## config.mk

```make
export PLATFORM = sky130hd
export DESIGN_NAME = pwm_multi
export DESIGN_NICKNAME = d
export VERILOG_FILES = /design/src/rtl/pwm_pkg.sv /design/src/rtl/pwm_channel.sv /design/src/rtl/pwm_multi.sv
export SDC_FILE = /design/constraint.sdc
export NUM_CORES = 2
export LEC_CHECK = 0
export BUFFER_PORTS_ARGS = -buffer_cell sky130_fd_sc_hd__buf_2
export CORE_ASPECT_RATIO = 1.5
export CORE_MARGIN = 3
export CORE_UTILIZATION = 55
export DETAILED_ROUTE_END_ITERATION = 12
export PLACE_DENSITY = 0.71
export SETUP_SLACK_MARGIN = 0.2
export SYNTH_ARGS = -nofsm -noshare
export SYNTH_HDL_FRONTEND = slang
export SYNTH_SLANG_ARGS = --single-unit
```

## constraint.sdc

```tcl
create_clock -name clk -period 8.7 [get_ports clk]
set_clock_uncertainty 0.1 [all_clocks]
set_input_delay 1.74 -clock clk [delete_from_list [all_inputs] [get_ports clk]]
set_output_delay 1.74 -clock clk [all_outputs]
set_load 0.01 [all_outputs]
```

## src/rtl/pwm_pkg.sv

```systemverilog
// Shared definitions for the multi-channel PWM: register offsets, bit indices, channel states.
package pwm_pkg;

  localparam int unsigned OFF_CTRL  = 0;
  localparam int unsigned OFF_CHSEL = 1;
  localparam int unsigned OFF_LOW   = 2;

  localparam int unsigned CTRL_SOFT_RST = 0;
  localparam int unsigned CTRL_GEN_EN   = 1;

  localparam int unsigned MODE_EN    = 0;
  localparam int unsigned MODE_BURST = 1;
  localparam int unsigned MODE_POL   = 2;
  localparam int unsigned MODE_W     = 3;

  localparam int unsigned STAT_BUSY = 0;
  localparam int unsigned STAT_DONE = 1;

  typedef logic [1:0] ch_state_t;
  localparam ch_state_t CH_IDLE = 2'd0;
  localparam ch_state_t CH_LOW  = 2'd1;
  localparam ch_state_t CH_HIGH = 2'd2;

  // Window layout past LOW depends on the counter byte count.
  function automatic int unsigned off_high(input int unsigned bytes);
    return OFF_LOW + bytes;
  endfunction

  function automatic int unsigned off_mode(input int unsigned bytes);
    return OFF_LOW + 2 * bytes;
  endfunction

  function automatic int unsigned off_burst(input int unsigned bytes);
    return OFF_LOW + 2 * bytes + 1;
  endfunction

  function automatic int unsigned off_status(input int unsigned bytes);
    return OFF_LOW + 2 * bytes + 2;
  endfunction

endpackage

```

## src/rtl/pwm_channel.sv

```systemverilog
// One PWM generator: shadow/active LOW and HIGH counts, burst counting, registered out/busy.
module pwm_channel
  import pwm_pkg::*;
#(
  parameter int unsigned CNT_W = 32
) (
  input  logic       clk,
  input  logic       res_n,
  input  logic       clr,
  input  logic       gen_en,
  input  logic       wr,
  input  logic [7:0] wr_off,
  input  logic [7:0] wr_data,
  input  logic [7:0] rd_off,
  output logic [7:0] rd_data_c,
  output logic       out,
  output logic       busy
);

  localparam int unsigned BYTES = CNT_W / 8;
  localparam logic [7:0] OFF_H     = 8'(off_high(BYTES));
  localparam logic [7:0] OFF_MODE  = 8'(off_mode(BYTES));
  localparam logic [7:0] OFF_BURST = 8'(off_burst(BYTES));
  localparam logic [7:0] OFF_STAT  = 8'(off_status(BYTES));
  localparam logic [CNT_W-1:0] ONE = CNT_W'(1);

  ch_state_t         state, state_nxt;
  logic [CNT_W-1:0]  cnt, cnt_nxt;
  logic [CNT_W-1:0]  act_low, act_low_nxt, act_high, act_high_nxt;
  logic [CNT_W-1:0]  sh_low, sh_low_nxt, sh_high, sh_high_nxt;
  logic [MODE_W-1:0] mode, mode_nxt;
  logic [7:0]        burst, burst_nxt, bcnt, bcnt_nxt;
  logic              done, done_nxt, out_nxt, busy_nxt;
  logic              period_end;
  logic              run;
  logic [7:0]        burst_tgt;

  assign run       = gen_en & mode[MODE_EN];
  assign burst_tgt = (burst == 8'd0) ? 8'd1 : burst;

  // Next-state: register writes, then the period FSM, then stop/clear overrides.
  always_comb begin
    state_nxt    = state;
    cnt_nxt      = cnt;
    act_low_nxt  = act_low;
    act_high_nxt = act_high;
    sh_low_nxt   = sh_low;
    sh_high_nxt  = sh_high;
    mode_nxt     = mode;
    burst_nxt    = burst;
    bcnt_nxt     = bcnt;
    done_nxt     = done;
    period_end   = 1'b0;

    if (wr) begin
      for (int unsigned b = 0; b < BYTES; b++) begin
        if (wr_off == 8'(OFF_LOW + b)) sh_low_nxt[8*b +: 8] = wr_data;
        if (wr_off == OFF_H + 8'(b))   sh_high_nxt[8*b +: 8] = wr_data;
      end
      if (wr_off == OFF_MODE) begin
        mode_nxt = wr_data[MODE_W-1:0];
        if (wr_data[MODE_EN] && !mode[MODE_EN]) done_nxt = 1'b0;
      end
      if (wr_off == OFF_BURST) burst_nxt = wr_data;
    end

    case (state)
      CH_IDLE: begin
        if (run && (sh_low != '0 || sh_high != '0)) begin
          act_low_nxt  = sh_low;
          act_high_nxt = sh_high;
          cnt_nxt      = '0;
          state_nxt    = (sh_low != '0) ? CH_LOW : CH_HIGH;
        end
      end
      CH_LOW: begin
        if (cnt == act_low - ONE) begin
          cnt_nxt = '0;
          if (act_high != '0) state_nxt = CH_HIGH;
          else                period_end = 1'b1;
        end else begin
          cnt_nxt = cnt + ONE;
        end
      end
      CH_HIGH: begin
        if (cnt == act_high - ONE) period_end = 1'b1;
        else                       cnt_nxt = cnt + ONE;
      end
      default: state_nxt = CH_IDLE;
    endcase

    // Period boundary is the only point where new LOW/HIGH values take hold.
    if (period_end) begin
      act_low_nxt  = sh_low;
      act_high_nxt = sh_high;
      cnt_nxt      = '0;
      if (mode[MODE_BURST]) bcnt_nxt = bcnt + 8'd1;
      if (mode[MODE_BURST] && bcnt_nxt >= burst_tgt) begin
        state_nxt          = CH_IDLE;
        done_nxt           = 1'b1;
        mode_nxt[MODE_EN]  = 1'b0;
      end else if (sh_low != '0) begin
        state_nxt = CH_LOW;
      end else if (sh_high != '0) begin
        state_nxt = CH_HIGH;
      end else begin
        state_nxt = CH_IDLE;
      end
    end

    if (state != CH_IDLE && !run) begin
      state_nxt = CH_IDLE;
      cnt_nxt   = '0;
    end
    if (state_nxt == CH_IDLE) bcnt_nxt = '0;

    if (clr) begin
      state_nxt    = CH_IDLE;
      cnt_nxt      = '0;
      act_low_nxt  = '0;
      act_high_nxt = '0;
      sh_low_nxt   = '0;
      sh_high_nxt  = '0;
      mode_nxt     = '0;
      burst_nxt    = '0;
      bcnt_nxt     = '0;
      done_nxt     = 1'b0;
    end

    out_nxt  = (state_nxt == CH_HIGH) ^ mode_nxt[MODE_POL];
    busy_nxt = (state_nxt != CH_IDLE);
  end

  always_ff @(posedge clk or negedge res_n) begin
    if (!res_n) begin
      state    <= CH_IDLE;
      cnt      <= '0;
      act_low  <= '0;
      act_high <= '0;
      sh_low   <= '0;
      sh_high  <= '0;
      mode     <= '0;
      burst    <= '0;
      bcnt     <= '0;
      done     <= 1'b0;
      out      <= 1'b0;
      busy     <= 1'b0;
    end else begin
      state    <= state_nxt;
      cnt      <= cnt_nxt;
      act_low  <= act_low_nxt;
      act_high <= act_high_nxt;
      sh_low   <= sh_low_nxt;
      sh_high  <= sh_high_nxt;
      mode     <= mode_nxt;
      burst    <= burst_nxt;
      bcnt     <= bcnt_nxt;
      done     <= done_nxt;
      out      <= out_nxt;
      busy     <= busy_nxt;
    end
  end

  // Readback reflects the shadow values, which is what software last wrote.
  always_comb begin
    rd_data_c = '0;
    for (int unsigned b = 0; b < BYTES; b++) begin
      if (rd_off == 8'(OFF_LOW + b)) rd_data_c = sh_low[8*b +: 8];
      if (rd_off == OFF_H + 8'(b))   rd_data_c = sh_high[8*b +: 8];
    end
    if (rd_off == OFF_MODE)  rd_data_c = 8'(mode);
    if (rd_off == OFF_BURST) rd_data_c = burst;
    if (rd_off == OFF_STAT) begin
      rd_data_c[STAT_BUSY] = busy;
      rd_data_c[STAT_DONE] = done;
    end
  end

endmodule

```

## src/rtl/pwm_multi.sv

```systemverilog
// Multi-channel PWM top: register window decode, CTRL/CHSEL, read mux and channel write steering.
module pwm_multi
  import pwm_pkg::*;
#(
  parameter int unsigned NUM_CH    = 4,
  parameter int unsigned CNT_W     = 32,
  parameter logic [7:0]  BASE_ADDR = 8'h36
) (
  input  logic              clk,
  input  logic              res_n,
  input  logic [7:0]        addr,
  input  logic [7:0]        data_in,
  input  logic              we,
  output logic [7:0]        data_out,
  output logic [NUM_CH-1:0] out,
  output logic [NUM_CH-1:0] busy
);

  localparam int unsigned BYTES    = CNT_W / 8;
  localparam logic [7:0]  OFF_STAT = 8'(off_status(BYTES));

  logic [7:0]        off_c;
  logic              in_win_c, ctrl_wr_c, soft_rst_c;
  logic              soft_rst, soft_rst_nxt;
  logic              gen_en, gen_en_nxt;
  logic [3:0]        chsel, chsel_nxt;
  logic [7:0]        data_out_nxt;
  logic [NUM_CH-1:0] ch_wr;
  logic [7:0]        ch_rdata [NUM_CH];

  assign off_c      = addr - BASE_ADDR;
  assign in_win_c   = (off_c <= OFF_STAT);
  assign ctrl_wr_c  = we && in_win_c && (off_c == 8'(OFF_CTRL));
  // A pending soft reset clears everything and swallows any write in the same cycle.
  assign soft_rst_c = soft_rst || (ctrl_wr_c && data_in[CTRL_SOFT_RST]);

  always_comb begin
    soft_rst_nxt = ctrl_wr_c && data_in[CTRL_SOFT_RST] && !soft_rst;
    gen_en_nxt   = gen_en;
    chsel_nxt    = chsel;
    data_out_nxt = '0;
    ch_wr        = '0;

    if (we && in_win_c && !soft_rst_c) begin
      if (off_c == 8'(OFF_CTRL))  gen_en_nxt = data_in[CTRL_GEN_EN];
      if (off_c == 8'(OFF_CHSEL)) chsel_nxt  = data_in[3:0];
      for (int i = 0; i < NUM_CH; i++) begin
        if (off_c >= 8'(OFF_LOW) && chsel == 4'(i)) ch_wr[i] = 1'b1;
      end
    end

    if (in_win_c) begin
      if (off_c == 8'(OFF_CTRL)) begin
        data_out_nxt[CTRL_SOFT_RST] = soft_rst;
        data_out_nxt[CTRL_GEN_EN]   = gen_en;
      end else if (off_c == 8'(OFF_CHSEL)) begin
        data_out_nxt = {4'b0, chsel};
      end else begin
        for (int i = 0; i < NUM_CH; i++) begin
          if (chsel == 4'(i)) data_out_nxt = ch_rdata[i];
        end
      end
    end

    if (soft_rst_c) begin
      gen_en_nxt   = 1'b0;
      chsel_nxt    = '0;
      data_out_nxt = '0;
    end
  end

  always_ff @(posedge clk or negedge res_n) begin
    if (!res_n) begin
      soft_rst <= 1'b0;
      gen_en   <= 1'b0;
      chsel    <= '0;
      data_out <= '0;
    end else begin
      soft_rst <= soft_rst_nxt;
      gen_en   <= gen_en_nxt;
      chsel    <= chsel_nxt;
      data_out <= data_out_nxt;
    end
  end

  for (genvar i = 0; i < NUM_CH; i++) begin : g_ch
    pwm_channel #(
      .CNT_W(CNT_W)
    ) u_ch (
      .clk       (clk),
      .res_n     (res_n),
      .clr       (soft_rst_c),
      .gen_en    (gen_en),
      .wr        (ch_wr[i]),
      .wr_off    (off_c),
      .wr_data   (data_in),
      .rd_off    (off_c),
      .rd_data_c (ch_rdata[i]),
      .out       (out[i]),
      .busy      (busy[i])
    );
  end

endmodule
```

Word level (Yosys, flattened, before mapping)
Index checks and enable logic that the tools add are counted.
Widths: inputs -> output; s select.
Operators by class
  equal/unequal tests: 43
  $add $sub $neg: 17
  bitwise operators: 8
  reduce and logical (&&, ||, !) cells: 157
  magnitude comparators: 6
  muxes and demuxes: 285
Operators by type and width (count)
  $mux 32: 72
  $mux 8: 88
  $pmux 32 s3: 4
  $reduce_bool 32->1: 12
  $eq 32x32->1: 8
  $sub 32x1->32 const B: 8
  $add 32x1->32 const B: 4
  $reduce_and 2->1: 46
  $mux 2: 45
  $mux 1: 51
  $reduce_bool 2->1: 25
  $eq 8x4->1 const B: 5
  $logic_not 8->1: 5
  $mux 3: 12
  $reduce_bool 3->1: 12
  $add 8x1->8 const B: 4
  $eq 8x3->1 const B: 4
  $ge 8x8->1: 4
  $logic_and 1x1->1: 25
  $pmux 2 s3: 4
  $reduce_bool 6->1: 4
  $ne 5x2->1 const B: 4
  $ne 5x4->1 const B: 4
  $eq 2x2->1 const B: 8
  other kinds (18): 58
Word-level totals
  input port bits: 19
  register bits: 750
  word-level logic and storage cells: 596

Depth between registers and ports, before layout
  depth in word-level cells: 21
  depth in mapped cells: 18
  mapped depth without buffers: 14

Modules after synthesis
Synthesis repeated with hierarchy kept, for this count alone.
Unflattened totals
  cell total of the unflattened synthesis: 5817
  area, all modules: 49911.6 um^2
Modules (own cells, without submodules)
  pwm_channel at g_ch[0].u_ch ...: times used 2, area an instance 12384.4 um^2, seq. area each 4604.4 um^2, cells each 1447
  pwm_channel at g_ch[2].u_ch ...: times used 2, area an instance 12039.0 um^2, seq. area each 4604.4 um^2, cells each 1411
  pwm_multi: times used 1, area an instance 1064.8 um^2, seq. area each 350.3 um^2, cells each 101

Least setup slack after synthesis
Ideal clock, no wire load.
  path type: in2reg
  start: input addr[1]
  end: register g_ch[0].u_ch.sh_high[0]
  arrival: 4862 ps
  path slack: 3613 ps
  stages on the path: 14
  data required time: 8475 ps
  setup time: 125 ps
  cells stage by stage: clkbuf_1 > inv_1 > ha_1 > clkbuf_1 > nor2b_1 > and3_1 > clkbuf_1 > and2_0 > clkbuf_1 > clkbuf_1 > clkbuf_1 > nor2_1 > nor2_1 > mux2_2
Between the ends
  longest elaborated chain between the ends: 11
  elaborated cells on any way between the ends: 18
Ends and longest elaborated chain
  from (decl): RTL line pwm_multi.sv:11  | input logic [7:0] addr,
  $sub 8x6->8 *: RTL line pwm_multi.sv:31  | assign off_c = addr - BASE_ADDR;
  $le 8x4->1: RTL line pwm_multi.sv:32  | assign in_win_c = (off_c <= OFF_STAT);
  $logic_and 1x1->1: RTL line pwm_multi.sv:33, pwm_multi.sv:44
  $logic_and 1x1->1: RTL line pwm_multi.sv:33  | assign ctrl_wr_c = we && in_win_c && (off_c == 8'(OFF_CTRL));
  $logic_and 1x1->1: RTL line pwm_multi.sv:35  | assign soft_rst_c = soft_rst || (ctrl_wr_c && data_in[CTRL_SOFT_RST]);
  $logic_or 1x1->1: RTL line pwm_multi.sv:35
  $logic_not 1->1: RTL line pwm_multi.sv:44  | if (we && in_win_c && !soft_rst_c) begin
  $logic_and 1x1->1: RTL line pwm_multi.sv:44
  $mux 4: RTL line pwm_multi.sv:44
  $reduce_bool 2->1 (no source line)
  $reduce_and 2->1 (no source line)
  to (signal assigned): RTL line pwm_channel.sv:154  | sh_high <= sh_high_nxt;
  to (decl): RTL line pwm_channel.sv:30  | logic [CNT_W-1:0] sh_low, sh_low_nxt, sh_high, sh_high_nxt;
Mark *: on every way between the ends. The rest lies on a longest branch, timed or not.
A chain may end at the register's enable or synchronous reset.

Worst setup path in the final report
  start: register g_ch[0].u_ch.act_high[0]
  end: register g_ch[0].u_ch.bcnt[7]
Between the ends
  longest elaborated chain between the ends: 9
  elaborated cells on any way between the ends: 16
Ends and longest elaborated chain
  from (decl): RTL line pwm_channel.sv:29  | logic [CNT_W-1:0] act_low, act_low_nxt, act_high, act_high_nxt;
  from (signal assigned): RTL line pwm_channel.sv:152  | act_high <= act_high_nxt;
  $sub 32x1->32 / $reduce_bool 32->1 (equally long branches): RTL line pwm_channel.sv:86, pwm_channel.sv:79
  $eq 32x32->1, or another cell as far along: RTL line pwm_channel.sv:86  | if (cnt == act_high - ONE) period_end = 1'b1;
  $mux 1, or another cell as far along: RTL line pwm_channel.sv:86
  $pmux 1 s2 / $pmux 2 s3 (equally long branches): RTL line pwm_channel.sv:67  | case (state)
  $mux 2: RTL line pwm_channel.sv:93  | if (period_end) begin
  $mux 2: RTL line pwm_channel.sv:111  | if (state != CH_IDLE && !run) begin
  $logic_not 2->1: RTL line pwm_channel.sv:115  | if (state_nxt == CH_IDLE) bcnt_nxt = '0;
  $mux 8: RTL line pwm_channel.sv:115
  $mux 8: RTL line pwm_channel.sv:117  | if (clr) begin
  to (signal assigned): RTL line pwm_channel.sv:157  | bcnt <= bcnt_nxt;
  to (decl): RTL line pwm_channel.sv:32  | logic [7:0] burst, burst_nxt, bcnt, bcnt_nxt;
Parallel ways exist; a longest one is shown, timed or not.

==> reports/qor.yml <==
global_routing:
  grt_pass1_wl_um: 242000
  grt-ovfl-total: 0
  grt_util_all_layers_pct: 35.3
  first_global_vias: 40800
  grt_max_degree: 178
  grt_antenna_before_repair: 5
floorplanning:
  core_area_um2: 83000
  die_h_um: 361
  start_util_pct: 55.7
  die_x_um: 243
  design.portCount: 35
  dieArea_um2: 87600
  rows: 129
power_and_ir_drop:
  p_int_w: 0.00551
  combPwrFrac_pct: 6.4
  seq_power_share_pct: 48.1
  ir_drop_uv: 143
  clockPowerShare_pct: 45.6
  finalPower_w: 0.00738
  p_sw_share_pct: 25.3
  power_leakage_nw: 21.3
  powerDensity_nw_per_um2: 149
  switchingPower_w: 0.00187
route:
  ant_nets: 0
  drt-initial-drc-count: 3826
  via_per_inst: 6.50
  vias: 42600
  wirelength_um: 157000
  route.detailed.drc: 0
  wl_per_cell_um: 24.0
  first_pass_iters: 9
place:
  place_ws_ns: 2.06
  dp_hpwl_um: 115000
  place.gp.congestion: 1.01
  portBuffers: 34
logic_synthesis:
  synth_cell_types: 93
  synth_top_area_share_pct: 40.6
  netlist_top_cells_count: "nand2_1, o21ai_0, dfrtp_1"
  ys_ff_latch: 750
  synthCells: 5574
  syn_nets: 5666
  yosysTopAreaCell: "dfrtp_1"
  synth_edf_count: 0
  synth_area_um2: 46200
  synth.avg_cell_area_um2: 8.29
  synth.most_common_cell: "nand2_1"
  async_flop_share_pct: 100
  synth_top_cells_by_area: "dfrtp_1, o21ai_0, nand2_1"
  synth_flop_cell: "dfrtp_1"
  synth-seq-area-share_pct: 40.6
  synth_warnings: 0
sta:
  worst_pin_slew_ns: 1.24
  max_freq_mhz: 162
  post-route-period-util_pct: 71.0
  setup_viol: 0
  rsz0062_at_grt: "no"
  drv_slew: 0
  fin_crit_ns: 6.18
  slew_headroom_pct: 16.9
  setup_slack_ns: 2.52
  setup_tns_ns: 0
  finalHoldViolations: 0
  whs_ns: 0.388
cts:
  clkSinkCount: 750
  cts_resized: 0
  ctsHoldBuffers: 0
  cts_buffer_depth: 3
  clk_latency_ns: 0.66
  clockRootBuffer: "clkbuf_16"
  numCtsBuffers: 76
  post-cts-setup-buffers: 0
  ctsHtreeMaxLevel: 3
  clk_pin_slew_worst_paths_ns: 0.07
  cts_tree: "built"
worst_setup_path:
  r2r-end: "g_ch[0].u_ch.bcnt[7]$_DFFE_PN0P_"
  path_max_fanout: 12
  crit_arrival_ns: 6.57
  worstSetupEndpointType: "flop"
  timing.setup.critical_path_class: "reg -> reg"
  worstRegToRegCells: 13
  rr_startpoint: "g_ch[0].u_ch.act_high[0]$_DFFE_PN0P_"
  worstPathRequired_ns: 9.09
  cp-start-kind: "flop"
  ff2ff_setup_slack_ns: 2.52
status:
  status: "completed"
layout:
  area_growth_pct: 6.89
  final_util_pct: 59.5
  drive_gt1_share_pct: 7.00
  nets: 5461
job:
  cap_violations: 0
min_path:
  hp-class: "reg -> reg"
  holdPathStages: 2
  whs_endpoint: "g_ch[1].u_ch.burst[3]$_DFFE_PN0P_"
  hold_start: "g_ch[1].u_ch.burst[3]$_DFFE_PN0P_"
## power groups by stage
stage | clock network (W) | logic (W) | registers [W]
after floorplan | 0 | 0.000278 | 0.00359
after global placement | 0 | 0.000458 | 0.00361
after detailed placement | 0 | 0.000462 | 0.00361
after CTS | 0.00340 | 0.000465 | 0.00355
after global routing | 0.00354 | 0.000515 | 0.00355
final | 0.00336 | 0.000470 | 0.00355
## area by class of cell
type | instances | area (µm²)
fillers | 7587 | 33600
multi-input cells | 4267 | 25400
flip-flops and latches | 750 | 18800
clock inverters | 33 | 330
clock buffers | 105 | 2150
inverters | 174 | 653
well taps | 1113 | 1390
repair buffers | 100 | 726
diodes | 6 | 15.0
## worst max-delay path, stage by stage (launching register included)
cell     delay (ns)
dfrtp_1        0.44
inv_1          0.11
ha_1           0.27
nor4b_1        0.81
nand3_1        0.15
o31ai_1        0.46
nand4_1        0.15
or4b_2         0.64
nor4b_1        0.46
a22oi_1        0.26
nor2b_1        0.90
mux2_2         0.45
a21oi_1        0.70
nor2_1         0.12
## how the worst max path moves through the flow
stage / startpoint / to / cells past startpoint
floorplan: addr[1] / g_ch[0].u_ch.sh_high[0]$_DFFE_PN0P_ / 14
global placement: addr[1] / g_ch[1].u_ch.sh_low[13]$_DFFE_PN0P_ / 13
detailed placement: addr[1] / g_ch[1].u_ch.sh_low[13]$_DFFE_PN0P_ / 13
CTS: g_ch[0].u_ch.act_high[0]$_DFFE_PN0P_ / g_ch[0].u_ch.bcnt[7]$_DFFE_PN0P_ / 13
global route: g_ch[0].u_ch.act_high[0]$_DFFE_PN0P_ / g_ch[0].u_ch.bcnt[4]$_DFFE_PN0P_ / 13
finish: g_ch[0].u_ch.act_high[0]$_DFFE_PN0P_ / g_ch[0].u_ch.bcnt[7]$_DFFE_PN0P_ / 13
## through the flow
| step | cell area (µm²) | instances |
|---|---|---|
| 4_1_cts | 49400 | 6542 |
| 2_1_floorplan | 46200 | 5574 |
| 6_report | 49400 | 6548 |
| 3_3_place_gp | 46900 | 6404 |
| 3_5_place_dp | 46900 | 6404 |
| 5_1_grt | 49400 | 6543 |
## state kept, by name, summed over array words and instances (netlist names), 4 cells and up
register,count
g_ch.u_ch.act_high,128
g_ch.u_ch.act_low,128
g_ch.u_ch.done,4
g_ch.u_ch.state,8
g_ch.u_ch.out,4
g_ch.u_ch.busy,4
g_ch.u_ch.bcnt,32
g_ch.u_ch.cnt,128
g_ch.u_ch.sh_low,128
data_out,8
g_ch.u_ch.mode,12
g_ch.u_ch.burst,32
chsel,4
g_ch.u_ch.sh_high,128
## cells in the final DEF, fill, tap and decap left out, types with 22 or more instances in the layout
cell / synthesis / final
and3_1: 80 / 80
nand2_1: 906 / 905
o21a_1: 23 / 23
nand3_1: 219 / 218
or3_1: 45 / 45
mux2_2: 61 / 61
or2_2: 29 / 29
buf_4: 8 / 62
buf_2: 15 / 33
nor4_1: 176 / 176
clkbuf_16: 0 / 78
o31ai_1: 74 / 74
xor2_1: 152 / 152
nor2b_1: 67 / 67
o21ai_0: 768 / 768
a211oi_1: 23 / 23
xnor2_1: 229 / 229
mux2i_1: 27 / 27
nor2_1: 323 / 319
ha_1: 73 / 73
a221oi_1: 35 / 35
inv_1: 174 / 174
and2_1: 25 / 26
nand2b_1: 57 / 57
a21oi_1: 107 / 107
nand4_1: 94 / 94
dfrtp_1: 750 / 750
o22ai_1: 23 / 23
o41ai_1: 30 / 30
or4_1: 54 / 54
o211ai_1: 22 / 22
a31oi_1: 54 / 54
nor3_1: 118 / 113
## kinds of logic after synthesis
| group | after synthesis | synth area share, % |
|---|---|---|
| XOR/XNOR | 381 | 7.22 |
| flip-flops | 750 | 40.6 |
| buffers and inverters | 557 | 4.70 |
| adder cells (fa/ha/maj) | 73 | 1.98 |
| AND/OR/NAND/NOR | 2324 | 24.8 |
| multiplexers | 88 | 2.07 |
| AO/OA/AOI/OAI | 1401 | 18.6 |
## metal layers
layer / vias to the layer above / track usage [%] / wire (µm)
li1: 19600 / - / -
met1: 20600 / 42.6 / 60300
met2: 1785 / 57.7 / 73000
met3: 666 / 5.39 / 10300
met4: 2 / 25.7 / 13500
met5: - / 0 / 13
Power figures use the tool's default switching activity.
